**src/rtl/da_shift_accumulator.sv**
```systemverilog
// Bit-serial distributed-arithmetic shift-accumulator for one 8-point DCT
// coefficient. Consumes one ROM partial sum per cycle, LSB first, weights it
// by the current bit position and subtracts the sign-bit term. It also drives
// the ROM chip-select and the bit index used by the sample serializer.
module da_shift_accumulator #(
  parameter int DATA_W = 16,
  parameter int ROM_W  = 16,
  parameter int ACC_W  = ROM_W + DATA_W
) (
  input  logic                      clk,
  input  logic                      rst_n,
  input  logic                      start,
  input  logic [ROM_W:0]            rom_data,
  output logic                      rom_cs,
  output logic [$clog2(DATA_W)-1:0] bit_idx,
  output logic                      busy,
  output logic                      valid,
  output logic [ACC_W-1:0]          z_out
);

  localparam int IDX_W = $clog2(DATA_W);
  localparam logic [IDX_W-1:0] LAST_IDX = IDX_W'(DATA_W - 1);

  typedef enum logic [1:0] {
    IDLE  = 2'd0,
    ACCUM = 2'd1,
    DONE  = 2'd2
  } state_t;

  state_t           state;
  state_t           state_next;
  logic [ACC_W-1:0] acc;
  logic [ACC_W-1:0] term;
  logic [ACC_W-1:0] acc_add;
  logic [ACC_W-1:0] acc_sub;
  logic             last_bit;
  logic             start_accept;
  logic             unused_rom_flag;

  // The ROM's top bit carries no value information and is deliberately dropped.
  assign unused_rom_flag = rom_data[ROM_W];

  // Sign-extend the partial sum to full precision, then weight it by 2^bit_idx.
  // The combinational ROM already reflects the current bit_idx on this edge.
  assign term     = {{(ACC_W - ROM_W){rom_data[ROM_W-1]}}, rom_data[ROM_W-1:0]} << bit_idx;
  assign acc_add  = acc + term;
  assign acc_sub  = acc - term;
  assign last_bit = (bit_idx == LAST_IDX);

  // start is honoured only when no coefficient is in flight.
  assign start_accept = start && ((state == IDLE) || (state == DONE));

  // State register.
  always_ff @(posedge clk or negedge rst_n) begin
    if (!rst_n) begin
      state <= IDLE;
    end else begin
      state <= state_next;
    end
  end

  // Next-state logic: run DATA_W accumulate cycles, then one DONE cycle that
  // may chain straight into the next coefficient.
  always_comb begin
    state_next = state;
    case (state)
      IDLE:    if (start_accept) state_next = ACCUM;
      ACCUM:   if (last_bit) state_next = DONE;
      DONE:    state_next = start_accept ? ACCUM : IDLE;
      default: state_next = IDLE;
    endcase
  end

  // Datapath and registered outputs: accumulate, subtract the sign-bit term,
  // publish the result with a one-cycle valid pulse.
  always_ff @(posedge clk or negedge rst_n) begin
    if (!rst_n) begin
      acc     <= '0;
      bit_idx <= '0;
      rom_cs  <= 1'b0;
      busy    <= 1'b0;
      valid   <= 1'b0;
      z_out   <= '0;
    end else begin
      valid  <= 1'b0;
      rom_cs <= (state_next == ACCUM);
      busy   <= (state_next == ACCUM);
      if (state == ACCUM) begin
        if (last_bit) begin
          acc     <= acc_sub;
          z_out   <= acc_sub;
          valid   <= 1'b1;
          bit_idx <= '0;
        end else begin
          acc     <= acc_add;
          bit_idx <= bit_idx + IDX_W'(1);
        end
      end else if (start_accept) begin
        acc     <= '0;
        bit_idx <= '0;
      end
    end
  end

endmodule

```
**config.mk**
```make
export PLATFORM = sky130hd
export DESIGN_NAME = da_shift_accumulator
export DESIGN_NICKNAME = d
export VERILOG_FILES = /design/src/rtl/da_shift_accumulator.sv
export SDC_FILE = /design/constraint.sdc
export NUM_CORES = 1
export LEC_CHECK = 0
export CORE_ASPECT_RATIO = 1.75
export CORE_MARGIN = 3
export CORE_UTILIZATION = 55
export CTS_CLUSTER_SIZE = 14
export DETAILED_ROUTE_END_ITERATION = 7
export PLACE_DENSITY_LB_ADDON = 0.2
export SYNTH_ARGS = -nofsm -noshare
export SYNTH_HDL_FRONTEND = slang
export SYNTH_SLANG_ARGS = --single-unit
```
**constraint.sdc**
```tcl
create_clock -name clk -period 13.1 [get_ports clk]
set_input_delay 2.62 -clock clk [delete_from_list [all_inputs] [get_ports clk]]
set_output_delay 2.62 -clock clk [all_outputs]
set_load 0.05 [all_outputs]
```
======== Word-level counts from Yosys, hierarchy flattened ========
Index checks and enable logic that the tools add are counted.
word-level totals
  register bits after elaboration ......... 72
  logic and storage cells ................. 31
  output and inout bits ................... 39
cells by class
  add/subtract/negate cells ............... 3
  equal/unequal tests ..................... 4
  shift-type cells ........................ 1
  reductions and logical operators ........ 5
  multiplexer cells ....................... 12
operators by type and width
  kind                   count
  $mux W32               3
  $add A32 B32 Y32       1
  $shl A32 B4 Y32        1
  $sub A32 B32 Y32       1
  $mux W4                3
  $pmux W2 S3            1
  $add A4 B1 Y4 const B  1
  $eq A2 B1 Y1 const B   2
  $eq A4 B4 Y1 const B   1
  $mux W2                2
  $mux W1                3
  $eq A2 B2 Y1 const B   1
  $logic_not A2 Y1       1
  $reduce_and A2 Y1      1
  $reduce_bool A2 Y1     1
  $logic_and A1 B1 Y1    1
  $logic_or A1 B1 Y1     1

======== Logic depth before layout (Yosys ltp) ========
  depth in word-level cells ............... 6
  mapped depth ............................ 21
  mapped depth without buffers ............ 19

======== Worst setup path before layout ========
Ideal clock, no wire load.
  path kind ............................... in2reg
  start point ............................. input rom_data[11]
  end point ............................... register acc[29]
  cell stages on the path ................. 15
  arrival ................................. 5.914 ns
  data required time ...................... 12.978 ns
  slack ................................... 7.064 ns
  setup time .............................. 0.122 ns
  cells stage by stage .................... mux2_2 mux2i_1 o21ai_0 o21ai_0 ha_1 buf_6 or3_4 nand2b_4 o32a_1 o21ai_4 o211ai_4 a221oi_4 a2111oi_2 or3_1 a32o_1
between the ends
  word-level cells in the longest chain between the ends .. 4
ends and longest elaborated chain
  element                                                      line    RTL
  start: declaration                                           13      input logic [ROM_W:0] rom_data,
  $shl A32 B4 Y32 *                                            45      assign term = {{(ACC_W - ROM_W){rom_data[ROM_W-1]}}, rom_data[ROM_W-1:0]} << bit_idx;
  $add A32 B32 Y32 / $sub A32 B32 Y32 (equally long branches)  46, 47
  $mux W32 *                                                   89      if (last_bit) begin
  $mux W32 *                                                   88      if (state == ACCUM) begin
  end signal: assignment                                       90      acc <= acc_sub;
  end: declaration                                             32      logic [ACC_W-1:0] acc;
Every way passes the cells marked *; elsewhere a longest branch is shown, timed or not.
A chain may end at the register's enable or synchronous reset.

======== Worst setup path in the final report ========
  start point ............................. input rom_data[4]
  end point ............................... register acc[30]
The elaborated chain is that of the path after synthesis.

==> summary.md <==
| Metric | Value |
|---|---|
| Worst r2r path cells | 15 |
| Worst Clk Skew | 0.00617 ns |
| Grt met2 use | 52.5% |
| Hold Startpoint | z_out[31] |
| Total number of vias | 6527 |
| Synth Cell Area | 7020 µm² |
| Post-route ant nets | 0 |
| Top cells by area, synth | dfrtp_1 (26%), ha_1 (11%), nand2_1 (6.2%), xnor2_1 (5.9%), o21ai_0 (5.8%) |
| Final Cycle Share | 52.6% |
| Initial antenna violation count | 0 |
| Type of the worst setup path | in -> reg |
| Grt peak-use layer | met2 |
| Critical path endpoint category | flip-flop |
| Core Rows | 54 |
| CTS clock-pin slew for the worst setup and hold paths | 0.06 ns |
| Syn Nets | 985 |
| Vias in the first global route | 6560 |
| Post-synth EDFFs | 0 |
| Worst-Margin Slew | 1.06 ns |
| Worst EP arrival | 7.12 ns |
| Share of the synthesized area in the top cell type | 25.7% |
| Antenna cells | 0 |
| CTS tree | built |
| GR Layer Usage met1 | 28.5% |
| Initial DRC Count | 330 |
| Via density per instance | 5.97 |
| Top FF cell, synth | dfrtp_1 |
| Slew headroom | 29.3% |
| Largest net degree at the start of global routing | 73 |
| Clock Tree Buf Depth | 2 |
| Slew Limit Fails | 0 |
| Fin Setup TNS | 0 ns |
| WP data required | 13.32 ns |
| Synth Register Bits | 72 |
| Final setup vio count | 0 |
| Hold Path Stages | 1 |
| Synthesis Warnings | 0 |
| Hold_buf cts | 0 |
| Clock Tree Root | clkbuf_16 |
| Number of sinks on the clock net | 72 |
| Net count, final | 1007 |
| First-pass GRT wire length | 31.7 mm |
| Post-CTS Resized | 0 |
| Clk_lat worst skew | 0.34 ns |
| Final Hold Fails | 0 |
| Starting Density | 56.2% |
| Crit path launch type | primary input |
| RSZ-0062 raised after global routing | false |
| Max_cap viols | 0 |
| Met3 usage | 3.24% |
| RD Place Congestion | 0.945 |
| Status | complete, no violations |
| Crit path max fanout | 6 |
| Avg Cell Area, Syn | 7.81 µm² |
| I/O pins | 59 |
| GRT Total Usage | 27.7% |
| TritonCTS buffer count | 9 |
| H-tree lvl count | 3 |
| Worst hold path class | reg -> reg |
| Synth Instances | 899 |
| Layout cells sized above 1 | 6.16% |
| Chip Width | 91.4 µm |
| Reg2reg setup slack | 7.78 ns |
| Hold-critical path endpoint | z_out[31] |
| Netlist cell types | 78 |
| DR DRC count | 0 |
| Area Overhead vs Synth | 13.3% |
| Setup Fix Bufs, Post-CTS | 0 |
| I/O Buffers | 57 |
| Total congestion overflow | 0 |
| Ys async rst share | 100% |
| Seq/Total Area, Yosys | 25.7% |
| R2R Path Start | bit_idx[1] |
| Most instantiated cells after synthesis | nand2_1 (116), o21ai_0 (82), dfrtp_1 (72), a21oi_1 (67), inv_1 (66) |
| First-pass DRT Iterations | 5 |
| Wire per inst | 17.7 µm |
| Reg2Reg Capture Point | acc[29] |
| Most common cell in the netlist | nand2_1 |
| Routed wire length | 19.3 mm |
| F_max | 145 MHz |
| Die height | 155 µm |
| Core footprint | 12500 µm² |
| Min Clock Period, post-route | 6.89 ns |
| Post-synth top area cell | dfrtp_1 |
| DP HPWL | 14.5 mm |
| Die footprint | 14200 µm² |
[kinds of logic (layout without fill, tap and decap cells)]
group	count (synthesis)	in the layout	synth area share, %
and+or+nand+nor	264	264	17.2
buffers and inverters	122	149	6.73
AOI/OAI and AO/OA	286	286	26.5
adders and majority gates	66	66	12.0
xor gates and xnor gates	57	57	7.11
muxes	32	32	4.86
DFF	72	72	25.7
[placed cells by master (no fill, tap or decap), types with 9 or more instances in the layout]
cell type / n
nand2_1: 115
o21ai_0: 82
dfrtp_1: 72
inv_1: 66
a21oi_1: 66
ha_1: 64
nor2_1: 62
clkdlybuf4s50_1: 56
xnor2_1: 47
mux2i_1: 24
a21o_1: 19
o21bai_1: 14
o21ai_1: 14
nor3_1: 13
nor2b_1: 12
o21a_1: 11
a31oi_1: 11
nand3_1: 10
or3_1: 10
xor2_1: 10
a211oi_1: 9
nand2b_1: 9
clkbuf_16: 9
buf_4: 9
[per-layer routing]
layer	up-vias	part of all wire [%]
met2	186	56
met1	3110	36
met3	60	3.8
li1	3171	-
met4	0	5.2
met5	-	0
[layout make-up]
class,count,area (µm²)
clock buffer,10,239
clock inverter,6,65.1
fill,1156,4540
inverter,68,255
multi-input combinational,705,4760
sequential,72,1800
tap,168,210
timing repair buffer,65,628
[worst max-delay path, cell delays in order]
cell and delay (ns):
clkdlybuf4s50_1 0.47, nor2b_1 0.17, a211oi_1 0.09, a21oi_1 0.24, nor2b_1 0.16, a41oi_1 0.07
or2_2 0.34, ha_1 0.34, a21o_1 0.23, a221oi_2 0.59, a211o_1 0.22, a21oi_1 0.09
o311ai_1 0.61, a21oi_1 0.16, nor3_1 0.23, or3_1 0.14, nand2_1 0.06, a221o_1 0.26
[worst max path at each step]
stage	startpoint	end	slack, ns	cells after the start
floorplan	rom_data[11]	acc[29]	7.06	15
global placement	rom_data[4]	acc[31]	5.88	17
detailed placement	rom_data[4]	acc[31]	5.90	17
CTS	rom_data[4]	acc[29]	6.23	16
global route	rom_data[4]	acc[31]	5.89	17
finish	rom_data[4]	acc[30]	6.21	18
[metrics by stage]
step           hold WS, ns  std cells  instance area, µm²  utilization [%]  worst slack [ns]
6_report             0.475       1094                7960             63.6              6.21
5_1_grt              0.500       1094                7960             63.6              5.89
4_1_cts              0.480       1094                7960             63.6              6.23
3_5_place_dp         0.466       1078                7650             61.2              5.90
3_3_place_gp         0.459       1078                7650             61.2              5.88
2_1_floorplan        0.478        899                7020                -              7.06
[registers in the layout (all words and copies together), names as in the netlist]
signal and count:
acc 32, bit_idx 4, valid 1, busy 1
z_out 32, state 2
Power is not shown: default switching activity piles up to over one toggle a cycle in this logic, so the estimate is an artifact.
